**config.mk**
```make
export PLATFORM = sky130hd
export DESIGN_NAME = mlp_seq_ctrl
export DESIGN_NICKNAME = d
export VERILOG_FILES = /design/src/rtl/mlp_seq_ctrl.sv
export SDC_FILE = /design/constraint.sdc
export NUM_CORES = 1
export LEC_CHECK = 0
export ABC_CLOCK_PERIOD_IN_PS = 7100
export BUFFER_PORTS_ARGS = -buffer_cell sky130_fd_sc_hd__buf_4
export CELL_PAD_IN_SITES_DETAIL_PLACEMENT = 1
export CELL_PAD_IN_SITES_GLOBAL_PLACEMENT = 1
export CORE_MARGIN = 4
export CORE_UTILIZATION = 30
export CTS_CLUSTER_DIAMETER = 150
export DETAILED_ROUTE_END_ITERATION = 10
export PLACE_DENSITY_LB_ADDON = 0.1
export SYNTH_ARGS = -nofsm -noshare
export SYNTH_HDL_FRONTEND = slang
export SYNTH_SLANG_ARGS = --single-unit
```
**constraint.sdc**
```tcl
create_clock -name clk -period 7.1 [get_ports clk]
set_input_delay 0.355 -clock clk [delete_from_list [all_inputs] [get_ports clk]]
set_output_delay 0.355 -clock clk [all_outputs]
set_load 0.1 [all_outputs]
```
**src/rtl/mlp_seq_ctrl.sv**
```systemverilog
// Sequencing controller for a 2-2-1 binary-step MLP: one shared neuron datapath
// is time-multiplexed over hidden neuron 1, hidden neuron 2 and the output neuron.
module mlp_seq_ctrl #(
  parameter int unsigned DW = 10,
  parameter int unsigned AW = 22,
  parameter int unsigned CW = 8
) (
  input  logic          clk,
  input  logic          rst,
  input  logic          in_valid,
  output logic          in_ready,
  input  logic [DW-1:0] x1,
  input  logic [DW-1:0] x2,
  output logic          out_valid,
  input  logic          out_ready,
  output logic          y,
  input  logic          cfg_we,
  input  logic [3:0]    cfg_addr,
  input  logic [DW-1:0] cfg_data,
  output logic          cfg_err,
  output logic          busy,
  output logic [CW-1:0] inf_count
);

  localparam int unsigned NREG = 9;
  localparam int unsigned PW   = 2 * DW;

  typedef enum logic [2:0] {
    S_IDLE,
    S_H1,
    S_H2,
    S_OUT,
    S_DONE
  } state_t;

  state_t                r_state;
  state_t                w_next;
  logic signed [DW-1:0]  r_bank [NREG];
  logic signed [DW-1:0]  r_x1;
  logic signed [DW-1:0]  r_x2;
  logic                  r_h1;
  logic                  r_h2;
  logic                  r_y;
  logic                  r_out_valid;
  logic                  r_cfg_err;
  logic                  r_in_ready;
  logic                  r_busy;
  logic [CW-1:0]         r_inf_count;

  logic                  w_accept;
  logic                  w_cfg_ok;
  logic signed [DW-1:0]  w_wa;
  logic signed [DW-1:0]  w_wb;
  logic signed [DW-1:0]  w_bias;
  logic signed [DW-1:0]  w_opa;
  logic signed [DW-1:0]  w_opb;
  logic signed [PW-1:0]  w_pa;
  logic signed [PW-1:0]  w_pb;
  logic signed [AW-1:0]  w_acc;
  logic                  w_step;

  function automatic logic signed [DW-1:0] bank_default(input int unsigned idx);
    logic signed [DW-1:0] v;
    case (idx)
      0:       v = DW'(2);
      1:       v = DW'(-1);
      2:       v = DW'(-3);
      3:       v = DW'(-1);
      4:       v = DW'(2);
      5:       v = DW'(1);
      6:       v = DW'(-2);
      7:       v = DW'(3);
      default: v = DW'(0);
    endcase
    return v;
  endfunction

  // State register
  always_ff @(posedge clk or posedge rst) begin
    if (rst) begin
      r_state <= S_IDLE;
    end else begin
      r_state <= w_next;
    end
  end

  // Next-state and handshake decode
  always_comb begin
    w_next   = r_state;
    w_accept = 1'b0;
    w_cfg_ok = (r_state == S_IDLE) && (cfg_addr < 4'd9);
    case (r_state)
      S_IDLE: begin
        if (in_valid) begin
          w_accept = 1'b1;
          w_next   = S_H1;
        end
      end
      S_H1:    w_next = S_H2;
      S_H2:    w_next = S_OUT;
      S_OUT:   w_next = S_DONE;
      S_DONE:  if (out_ready) w_next = S_IDLE;
      default: w_next = S_IDLE;
    endcase
  end

  // Operand/weight select for the shared neuron
  always_comb begin
    w_opa  = r_x1;
    w_opb  = r_x2;
    w_wa   = r_bank[0];
    w_wb   = r_bank[1];
    w_bias = r_bank[2];
    case (r_state)
      S_H2: begin
        w_wa   = r_bank[3];
        w_wb   = r_bank[4];
        w_bias = r_bank[5];
      end
      S_OUT: begin
        w_opa  = {{(DW-1){1'b0}}, r_h1};
        w_opb  = {{(DW-1){1'b0}}, r_h2};
        w_wa   = r_bank[6];
        w_wb   = r_bank[7];
        w_bias = r_bank[8];
      end
      default: begin
        w_opa = r_x1;
      end
    endcase
  end

  // Two signed MACs plus bias; AW is wide enough that the sum cannot overflow
  assign w_pa   = PW'(w_wa) * PW'(w_opa);
  assign w_pb   = PW'(w_wb) * PW'(w_opb);
  assign w_acc  = AW'(w_pa) + AW'(w_pb) + AW'(w_bias);
  assign w_step = ~w_acc[AW-1];

  // Datapath, weight bank and registered outputs
  always_ff @(posedge clk or posedge rst) begin
    if (rst) begin
      for (int i = 0; i < NREG; i++) begin
        r_bank[i] <= bank_default(i);
      end
      r_x1        <= '0;
      r_x2        <= '0;
      r_h1        <= 1'b0;
      r_h2        <= 1'b0;
      r_y         <= 1'b0;
      r_out_valid <= 1'b0;
      r_cfg_err   <= 1'b0;
      r_in_ready  <= 1'b1;
      r_busy      <= 1'b0;
      r_inf_count <= '0;
    end else begin
      r_cfg_err  <= cfg_we && !w_cfg_ok;
      r_in_ready <= (w_next == S_IDLE);
      r_busy     <= (w_next != S_IDLE);
      if (cfg_we && w_cfg_ok) begin
        r_bank[cfg_addr] <= cfg_data;
      end
      if (w_accept) begin
        r_x1 <= x1;
        r_x2 <= x2;
      end
      case (r_state)
        S_H1: r_h1 <= w_step;
        S_H2: r_h2 <= w_step;
        S_OUT: begin
          r_y         <= w_step;
          r_out_valid <= 1'b1;
          r_inf_count <= r_inf_count + CW'(1);
        end
        S_DONE: if (out_ready) r_out_valid <= 1'b0;
        default: r_h1 <= r_h1;
      endcase
    end
  end

  assign in_ready  = r_in_ready;
  assign out_valid = r_out_valid;
  assign y         = r_y;
  assign cfg_err   = r_cfg_err;
  assign busy      = r_busy;
  assign inf_count = r_inf_count;

endmodule

```
==> impl_results.md, run 1 <==
* Status: complete, no violations
* Grt peak-use layer: met2
* RSZ-0062 raised after global routing: true
* Mean Syn Cell Area at 10.7 µm²
* GRT overflow at 0
* M2 GR Usage at 29.2%
* # diodes at 0
* Final setup viols at 0
* Routability Congestion at 0.839
* Ys async rst share at 100%
* GR Layer Usage met3 at 2.43%
* Yosys warns at 0
* Clock-pin slew on the worst setup and hold paths at 80 ps
* Synth Flop Type: dfrtp_1
* Critical path capture point type: register
* Worst skew pair latency at 480 ps
* Final Hold Viols at 0
* Met1 GRT Util at 25.3%
* WL/cell at 21.2 µm
* Chip Width at 223 µm
* Unique cell type count in the Yosys netlist at 50
* CTS tree: done
* Share of layout cells above drive strength 1 at 31.0%
* Hpwl dp at 35700 µm
* Initial antenna violation count at 0
* Period utilization at 97.3%
* Fillers at 5105
* Final Worst Setup Slack at 189 ps
* Critical Path RT at 7450 ps
* CTS buffer count at 17
* Layout area overhead at 22.3%
* Slew @ Worst Pin at 1010 ps
* Max FO, Critical Path at 6
* Die Y-Extent at 223 µm
* Largest net degree at the start of global routing at 67
* Via count of the first global-routing pass at 10683
* EDFF count, synth at 0
* CTS root buffer: clkbuf_16
* DRT antenna net count at 0
* Hold depth at 2
* Final net count at 1807
* Placeable Area at 45500 µm²
* Worst setup SP type: register
* Via density per instance at 4.60
* Initial DRT Pass Iterations at 4
* Synth Register Bits at 128
* Final worst path period need at 6910 ps
* Max Fclk at 145 MHz
* Syn nets at 1649
* Max Root-Sink Buffers at 2
* Mapped cell area at 13800 µm²
* Worst Hold Class: input pin to register
* Initial Util at 30.4%
* Worst slew margin at 32.4%
* Worst R2R Path Depth at 24
* First-pass GRT wire length at 66600 µm
* Critical path class: register to register
* Clock Skew at 18.8 ps
* CTS Sinks at 128
* Row Count at 78
* IO Count at 52
* Critical Path AT at 7260 ps
* Die area at 49500 µm²
* Initial drt markers at 398
* Wirelength, routed at 43600 µm
* Area contributors post-synth: fa_1, dfrtp_1, mux2_2, dfstp_2, ha_1
* Synth area leader: fa_1
* Drc violations at 0
* Maxcap violations at 0
* Gr usage total at 18.0%
* Post-synth top area share at 35.2%
* Syn Inst Count at 1285
* Sequential area share after synthesis at 23.6%
* Place WS at -132 ps
* Fin. max-slew vios at 0
* Via count at 9462
* IO buf count at 51
* # H-tree levels at 4
==> layer usage <==
metal | up-vias | wire length, µm | share of wire (%)
li1 | 4307 | - | -
met1 | 4973 | 20800 | 48
met2 | 136 | 20700 | 48
met3 | 46 | 1120 | 2.6
met4 | 0 | 941 | 2.2
met5 | - | 0 | 0
==> worst paths after layout <==
kind | slack, ps | from | endpoint
min | 110 | x2[5] | r_x2[5]$_DFFE_PP0P_
min in group asynchronous | 510 | rst | r_bank[32]$_DFFE_PP0P_
max | 190 | r_state[0]$_DFF_PP0_ | r_h1$_DFFE_PP0N_
max reg2reg | 190 | r_state[0]$_DFF_PP0_ | r_h1$_DFFE_PP0N_
max in group asynchronous | 5190 | rst | r_state[1]$_DFF_PP0_
min reg2reg | 480 | inf_count[7]$_DFFE_PP0N_ | inf_count[7]$_DFFE_PP0N_
==> area by class of cell <==
cell class	count	area, µm²	area share, %
multi-input combinational	868	9810	58.1
sequential	128	3260	19.3
timing repair buffer	174	1510	8.95
inverter	254	958	5.68
tap	600	751	4.45
clock buffer	21	460	2.73
clock inverter	11	133	0.786
==> critical path, cell delays in order (launching register included) <==
cell,delay [ps]
dfrtp_2,450
buf_4,150
buf_12,130
buf_4,140
mux2i_2,170
o21ai_2,220
buf_4,200
nand3_1,130
fa_1,500
fa_1,500
inv_1,70
fa_1,540
fa_1,460
fa_1,500
fa_1,490
inv_1,50
fa_1,480
inv_1,40
ha_1,280
and4_1,190
a221o_1,410
a2111oi_4,290
buf_4,190
a211o_1,120
o211ai_1,80
==> what timing repair did <==
action,in CTS,in global routing
hold buffers,1,0
gates cloned,0,6
endpoints found under the setup margin,3,3
pin swaps,0,23
resized for setup,2,120
buffers inserted,0,22
endpoints found under the hold margin,33,0
==> Yosys cell counts (2+ instances only) <==
master    instances
nor3_1            2
and2_0            2
and3_1            2
o21a_1           12
xnor2_1          15
nand2_1         118
nand3b_1          3
dfstp_2          44
or2_2             7
mux2i_2           2
nand2b_1          6
a21oi_1          23
xor2_1            5
nand4_1           6
nor3b_1           3
or3_1             2
ha_1             82
dfrtp_1          84
clkbuf_1         19
a211o_1           2
buf_2             9
fa_1            243
o211ai_1          2
and2_1            9
buf_1             5
nor2_1          117
inv_1           254
mux2_2          110
o21ai_1           3
nand3_1          26
nor2b_1           2
mux2i_1          29
a21o_1            2
o21ai_0          19
==> flip-flops by register name (all words and copies together), names as in the netlist <==
register / flops
r_state: 3
r_h1: 1
r_h2: 1
busy: 1
y: 1
r_x2: 10
out_valid: 1
cfg_err: 1
r_x1: 10
r_bank: 90
inf_count: 8
in_ready: 1
==> per-stage QoR <==
step	instance area (µm²)	setup TNS, ps	cells	utilization [%]	hold WS [ps]
5_1_grt	16900	-47.9	2056	37.1	93.1
2_1_floorplan	13800	0	1285	-	472
6_report	16900	0	2056	37.1	110
4_1_cts	16200	0	2028	35.6	70.3
3_3_place_gp	15600	-298	1995	34.3	464
3_5_place_dp	15600	-326	1995	34.3	474
==> cells in the final DEF, fill, tap and decap left out, drive strengths merged, types with 2 or more instances in the layout <==
master / synthesis / routed
a211o: 2 / 2
a21o: 2 / 2
a21oi: 23 / 23
and2: 11 / 11
and3: 2 / 2
buf: 15 / 169
bufinv: 0 / 2
clkbuf: 20 / 25
clkinv: 0 / 5
clkinvlp: 0 / 2
dfrtp: 84 / 84
dfstp: 44 / 44
fa: 243 / 243
ha: 82 / 82
inv: 254 / 256
mux2: 111 / 111
mux2i: 31 / 31
nand2: 118 / 118
nand2b: 7 / 7
nand3: 26 / 26
nand3b: 4 / 4
nand4: 6 / 6
nor2: 118 / 118
nor2b: 2 / 2
nor3: 4 / 4
nor3b: 3 / 3
o211ai: 2 / 2
o21a: 12 / 12
o21ai: 22 / 22
or2: 7 / 7
or3: 2 / 2
xnor2: 15 / 15
xor2: 5 / 5
==> kinds of logic (layout without fill, tap and decap cells) <==
logic type / Yosys count / after routing / share of synthesized area (%)
flip-flops: 128 / 128 / 23.6
multiplexers: 142 / 142 / 11.4
adder cells (fa/ha/maj): 325 / 325 / 42.7
AO/OA/AOI/OAI: 68 / 68 / 3.05
AND/OR/NAND/NOR: 313 / 313 / 10.1
buffers and inverters: 289 / 460 / 7.98
XOR/XNOR: 20 / 20 / 1.27
Power of run 1 is left out: the tool's default activity adds up to more than one toggle a clock period on the data nets, which glitch-free logic cannot reach.
==> run 2, diff against run 1 <==
--- a/config.mk
+++ b/config.mk
@@ -5,6 +5,7 @@
 export SDC_FILE = /design/constraint.sdc
 export NUM_CORES = 1
 export LEC_CHECK = 0
+export ABC_AREA = 1
 export ABC_CLOCK_PERIOD_IN_PS = 7100
 export BUFFER_PORTS_ARGS = -buffer_cell sky130_fd_sc_hd__buf_4
 export CELL_PAD_IN_SITES_DETAIL_PLACEMENT = 1
@@ -13,7 +14,8 @@
 export CORE_UTILIZATION = 30
 export CTS_CLUSTER_DIAMETER = 150
 export DETAILED_ROUTE_END_ITERATION = 10
-export PLACE_DENSITY_LB_ADDON = 0.1
+export PLACE_DENSITY = 0.62
+export SETUP_SLACK_MARGIN = 0.5
 export SYNTH_ARGS = -nofsm -noshare
 export SYNTH_HDL_FRONTEND = slang
 export SYNTH_SLANG_ARGS = --single-unit
==> run 2 against run 1 <==
Die area shrank 1.1%; clock skew shrank 8.0 ps; register-to-register slack gained 310 ps; global-route usage shrank 1.2 points; critical path type unchanged; critical path depth grew 8; wire length shrank 9.4%; largest cell class unchanged; synthesized cell count grew 18%; clock-buffer cell count shrank 1.
==> impl_results.md, run 2 <==
* Synth Area in Compound Gates at 6.77% (+3.7 points)
* Final Hold Viols at 0 (unchanged)
* Critical path depth at 32 (+33%)
* Largest family of logic cells by synthesized area: adder cells
* Via count at 10169 (+7.5%)
* Max Fclk at 151 MHz (+4.7%)
* Most Frequent Cell on Critical Path: inv_1
* Routability Congestion at 0.874 (+4.1%)
* CTS buffer count at 17 (unchanged)
* Fin. max-slew vios at 0 (unchanged)
* CTS tree: done
* Yosys warns at 0 (unchanged)
* Max FFs per register at 90 (unchanged)
* Worst Hold Class: input pin to register
* Synth Register Bits at 128 (unchanged)
* CP max stage delay at 640 ps (+100 ps)
* Syn nets at 1884 (+14%)
* Layout area overhead at 20.2%
* # H-tree levels at 4 (unchanged)
* Die area at 49000 µm² (-1.1%)
* Placeable Area at 44600 µm² (-1.9%)
* EDFF count, synth at 0 (unchanged)
* DRT antenna net count at 0 (unchanged)
* Die Y-Extent at 221 µm (-0.56%)
* Area of the multi-input gates at 9220 µm² (-6.0%)
* Share of layout cells above drive strength 1 at 20.5% (-11 points)
* WL/cell at 17.5 µm (-17%)
* Max FO, Critical Path at 7 (+1)
* Critical Path RT at 7460 ps (about the same)
* Mapped cell area at 13600 µm² (-1.2%)
* CTS root buffer: clkbuf_16
* Place WS at 39.2 ps (+171 ps)
* GRT overflow at 0 (unchanged)
* Max Root-Sink Buffers at 2 (unchanged)
* Simple-gate share of the synthesized area at 14.7% (+4.7 points)
* Unique cell type count in the Yosys netlist at 35 (-30%)
* Final setup viols at 0 (unchanged)
* Largest Register: r_bank
* Top flop regs: r_bank (90), r_x1 (10), r_x2 (10)
* Wirelength, routed at 39500 µm (-9.4%)
* Count leader, synth: inv_1
* Initial DRT Pass Iterations at 4 (unchanged)
* Ys async rst share at 100% (unchanged)
* Critical path class: register to register
* Hpwl dp at 31600 µm (-12%)
* Worst skew pair latency at 430 ps (-50 ps)
* CP top delay family: adder cells
* IO buf count at 51 (unchanged)
* Mux contribution to synthesized area at 0% (-11 points)
* Clock Skew at 10.8 ps (-7.99 ps)
* IO Count at 52 (unchanged)
* Syn Inst Count at 1520 (+18%)
* First-pass GRT wire length at 65400 µm (-1.7%)
* Reg2reg setup slack at 500 ps (+310 ps)
* Critical path capture point type: register
* Synth area leader: fa_1
* Register area at 3260 µm² (about the same)
* Sequential area share after synthesis at 23.9% (+0.28 points)
* Synth Flop Type: dfrtp_1
* Post-route setup TNS at 0 ps (unchanged)
* RSZ-0062 raised after global routing: true
* Worst setup SP type: register
* Worst R2R Path Depth at 32 (+33%)
* Crit-path slowest cell: fa_2
* Commonest non-fill, non-tap cell in the layout: inv_1
* Post-synth top area share at 35.7% (+0.41 points)
* Via density per instance at 4.52 (-1.8%)
* Final net count at 2009 (+11%)
* Largest net degree at the start of global routing at 77 (+15%)
* CTS Sinks at 128 (unchanged)
* Initial Util at 30.6% (+0.23 points)
* Fillers at 5163 (+1.1%)
* Worst slew margin at 28.9% (-3.5 points)
* Row Count at 77 (-1.3%)
* Initial drt markers at 484 (+22%)
* Post-Synth XOR/XNOR Area at 0.513% (-0.76 points)
* # diodes at 0 (unchanged)
* Hold depth at 3 (+1)
* Synth cell count leaders: inv_1, nand2_1, fa_1
* Period utilization at 93.0% (-4.3 points)
* Final worst path period need at 6600 ps (-307 ps)
* Gr usage total at 16.8% (-1.2 points)
* Area contributors post-synth: fa_1, dfrtp_1, inv_1, nand2_1, dfstp_2
* Drc violations at 0 (unchanged)
* Via count of the first global-routing pass at 11615 (+8.7%)
* Initial antenna violation count at 0 (unchanged)
* Mean Syn Cell Area at 8.98 µm² (-16%)
* Slew @ Worst Pin at 1070 ps (+55.9 ps)
* Chip Width at 221 µm (-0.56%)
* Critical Path AT at 6970 ps (-290 ps)
* Post-Synth Adder-Cell Area at 43.2% (+0.50 points)
* Final Worst Setup Slack at 497 ps (+307 ps)
* Buffers and inverters on the worst path at 10 (+2)
* Clock-pin slew on the worst setup and hold paths at 60 ps (-20 ps)
* Commonest cells after routing, fill and taps aside: inv_1, nand2_1, fa_1, buf_4, nor2_1
* Maxcap violations at 0 (unchanged)
* Status: complete, no violations
==> run 2: tightest hold or removal path: stages <==
cell	delay [ps]
buf_4	80
nand2_1	50
nand2_1	50
==> run 2: cells by family (layout without fill, tap and decap cells) <==
logic type,Yosys count,in the layout
and+or+nand+nor,513,513
AOI/OAI and AO/OA,156,156
buffers and inverters,390,528
xor gates and xnor gates,8,8
DFF,128,128
adders and majority gates,325,325
==> run 2: layout make-up <==
cell class | instances | share of cell area (%)
flip-flops and latches | 128 | 19.9
multi-input cells | 1002 | 56.2
clock inverters | 12 | 0.702
repair buffers | 142 | 7.65
clock buffers | 20 | 2.72
inverters | 354 | 8.34
well taps | 592 | 4.52
==> run 2: path summary, 6_finish.rpt <==
path,start,endpoint
max reg2reg,r_state[1]$_DFF_PP0_,r_h1$_DFFE_PP0N_
max,r_state[1]$_DFF_PP0_,r_h1$_DFFE_PP0N_
max in group asynchronous,rst,r_x1[6]$_DFFE_PP0P_
min in group asynchronous,rst,r_bank[12]$_DFFE_PP0P_
min,x2[9],r_x2[9]$_DFFE_PP0P_
min reg2reg,inf_count[7]$_DFFE_PP0N_,inf_count[7]$_DFFE_PP0N_
==> run 2: layer usage <==
layer / global-route usage, % / up-vias / wire, µm
met5: 0 / - / 0
met3: 1.88 / 36 / 1020
met2: 28.0 / 125 / 18400
met1: 23.8 / 5247 / 19300
met4: 3.78 / 0 / 663
li1: - / 4761 / -
==> run 2: what timing repair did <==
action / CTS / global route
endpoints found under the hold margin: 40 / 0
pin swaps: 39 / 33
setup buffers: 27 / 8
hold buffers: 1 / 0
resized for setup: 89 / 56
cloned: 4 / 0
setup endpoints to repair: 3 / 3
==> run 2: stage by stage <==
stage	cells	hold slack (ps)	utilization, %	instance area [µm²]
after floorplan	1520	446	-	13600
after global placement	2178	428	33.7	15000
after detailed placement	2178	428	33.7	15000
after CTS	2242	112	36.3	16200
after global routing	2250	130	36.8	16400
final	2250	130	36.8	16400
Power of run 2 is left out for the same reason.
==> run 3, diff against run 2 <==
--- a/config.mk
+++ b/config.mk
@@ -10,6 +10,7 @@
 export BUFFER_PORTS_ARGS = -buffer_cell sky130_fd_sc_hd__buf_4
 export CELL_PAD_IN_SITES_DETAIL_PLACEMENT = 1
 export CELL_PAD_IN_SITES_GLOBAL_PLACEMENT = 1
+export CORE_ASPECT_RATIO = 1.1
 export CORE_MARGIN = 4
 export CORE_UTILIZATION = 30
 export CTS_CLUSTER_DIAMETER = 150
==> run 3 against run 2 <==
The run now ends with hold timing left; die area is essentially flat; global-route usage up 0.20 points; clock skew decreased by 1.6 ps; wire length increased by 0.49%; register-to-register slack barely moved; setup slack worse by 8.0 ps; non-clock buffer count up 4; maximum frequency down 0.12%; utilization increased by 0.28 points; clock-buffer cell count up 3.
==> impl_results.md, run 3 (same netlist as run 2, synthesis figures left out) <==
* Hpwl dp at 32200 µm (+1.8%)
* Register area at 3260 µm² (about the same)
* Crit-path slowest cell: fa_1
* Post-route cell area at 16600 µm² (+0.95%)
* Worst Setup SP: r_state[2]$_DFF_PP0_
* Hold WS at -1.66 ps (-132 ps)
* Hold buffer count at CTS at 0 (-1)
* Critical Path RT at 7410 ps (-50 ps)
* Max FO, Critical Path at 5 (-2)
* RSZ-0062 raised after global routing: true
* Worst setup SP type: register
* Placeable Area at 44700 µm² (+0.20%)
* RR Endpoint: r_h1$_DFFE_PP0N_
* Reg2reg setup slack at 490 ps (about the same)
* Final Hold Viols at 1 (+1)
* Worst Hold Class: input pin to async pin
* Maxcap violations at 0 (unchanged)
* Clock-pin slew on the worst setup and hold paths at 60 ps (about the same)
* Wirelength, routed at 39600 µm (+0.49%)
* CTS root buffer: clkbuf_16
* Most Frequent Cell on Critical Path: fa_1
* Die area at 49000 µm² (about the same)
* IO Count at 52 (unchanged)
* Fin. max-slew vios at 0 (unchanged)
* Final worst path period need at 6610 ps (+8.02 ps)
* Initial antenna violation count at 0 (unchanged)
* Via count of the first global-routing pass at 11646 (+0.27%)
* Buffers and inverters on the worst path at 8 (-2)
* Critical Path AT at 6920 ps (-50 ps)
* Worst slew margin at 29.9% (+0.99 points)
* IO buf count at 51 (unchanged)
* Commonest non-fill, non-tap cell in the layout: inv_1
* Top flop regs: r_bank (90), r_x1 (10), r_x2 (10)
* Period utilization at 93.1% (+0.11 points)
* Critical path capture point type: register
* First-pass GRT wire length at 65000 µm (-0.58%)
* Initial DRT Pass Iterations at 4 (unchanged)
* Share of layout cells above drive strength 1 at 20.6% (+0.13 points)
* Fillers at 5157 (-0.12%)
* Status: complete, but fails checks
* Routability Congestion at 0.847 (-3.0%)
* Commonest cells after routing, fill and taps aside: inv_1, nand2_1, fa_1, nor2_1, buf_4
* Final net count at 2013 (+0.20%)
* Largest net degree at the start of global routing at 71 (-7.8%)
* CP max stage delay at 560 ps (-80 ps)
* DRT antenna net count at 0 (unchanged)
* CTS tree: done
* CTS Sinks at 128 (unchanged)
* Worst skew pair latency at 420 ps (about the same)
* Launching point of the worst reg2reg path: r_state[2]$_DFF_PP0_
* Final Worst Setup Slack at 489 ps (-8.02 ps)
* Critical path depth at 29 (-9.4%)
* Via count at 10115 (-0.53%)
* Largest Register: r_bank
* CP Capture Point: r_h1$_DFFE_PP0N_
* Max Root-Sink Buffers at 2 (unchanged)
* Die Y-Extent at 232 µm (+4.7%)
* # H-tree levels at 4 (unchanged)
* CTS buffer count at 17 (unchanged)
* Post-route setup TNS at 0 ps (unchanged)
* Row Count at 81 (+5.2%)
* Post-DP Area at 15000 µm² (about the same)
* Layout area overhead at 21.4%
* Initial Util at 30.5% (-0.060 points)
* Clock Skew at 9.24 ps (-1.59 ps)
* Failing checks: hold timing
* Gr usage total at 17.0% (+0.20 points)
* GRT overflow at 0 (unchanged)
* CP top delay family: adder cells
* Critical path class: register to register
* Area of the multi-input gates at 9220 µm² (about the same)
* Slew @ Worst Pin at 1050 ps (-14.9 ps)
* Worst R2R Path Depth at 29 (-9.4%)
* Max Fclk at 151 MHz (-0.12%)
* Place WS at 125 ps (+85.9 ps)
* Drc violations at 0 (unchanged)
* Final setup viols at 0 (unchanged)
* Max FFs per register at 90 (unchanged)
* WL/cell at 17.7 µm (+0.76%)
* Chip Width at 211 µm (-4.5%)
* Via density per instance at 4.51 (-0.27%)
* Initial drt markers at 487 (+0.62%)
[run 3: cell count changes in the layout (fill, tap and decap cells not counted), moves of 3 or more]
cell / change
inv_2: +3
nor2_1: +6
o21a_2: +4
nand2_1: -4
clkinvlp_4: -6
nand2_2: +6
bufinv_16: +4
nor2_2: -7
bufbuf_16: +3
[run 3: stage by stage]
stage,instances,utilization [%]
after detailed placement,2170,33.7
after floorplan,1520,-
after global routing,2243,37.0
final,2244,37.1
after global placement,2170,33.7
after CTS,2238,36.7
[run 3: worst register-to-register path, delay by kind of cell, from the launching register on]
family          cells  cell delay [ps]
fa+ha+maj           8             3820
flops               1              450
compound gates      3              420
buf+inv             8              760
simple gates       10             1050
[run 3: metal layers]
metal	global-route usage, %	wire, µm	vias up
li1	-	-	4776
met1	22.3	17700	5221
met2	31.0	20700	100
met3	1.87	902	18
met4	2.58	362	0
met5	0	0	-
[run 3: worst min-delay path by stage]
stage,slack [ps],end,cells after the start,start
CTS,20,r_bank[39]$_DFFE_PP0P_,2,rst
finish,-2,r_bank[43]$_DFFE_PP0P_,2,rst
global placement,460,r_bank[12]$_DFFE_PP0P_,2,r_bank[12]$_DFFE_PP0P_
floorplan,450,r_bank[12]$_DFFE_PP0P_,2,r_bank[12]$_DFFE_PP0P_
global route,40,r_bank[43]$_DFFE_PP0P_,2,rst
detailed placement,470,r_bank[43]$_DFFE_PP0P_,2,rst
[run 3: final cells by class]
class	count	area share [%]
Tap cell	581	4.39
Timing Repair Buffer	146	8.08
Antenna cell	1	0.0151
Clock inverter	9	1.09
Inverter	354	8.21
Sequential cell	128	19.7
Multi-Input combinational cell	1002	55.6
Clock buffer	23	2.89
[run 3: what timing repair did]
action,in CTS,in global routing
gates resized for setup,103,36
setup endpoints to repair,3,3
pin swaps,51,30
endpoints found under the hold margin,0,0
buffers inserted,30,5
gates cloned,6,0
Power of run 3 is left out for the same reason.
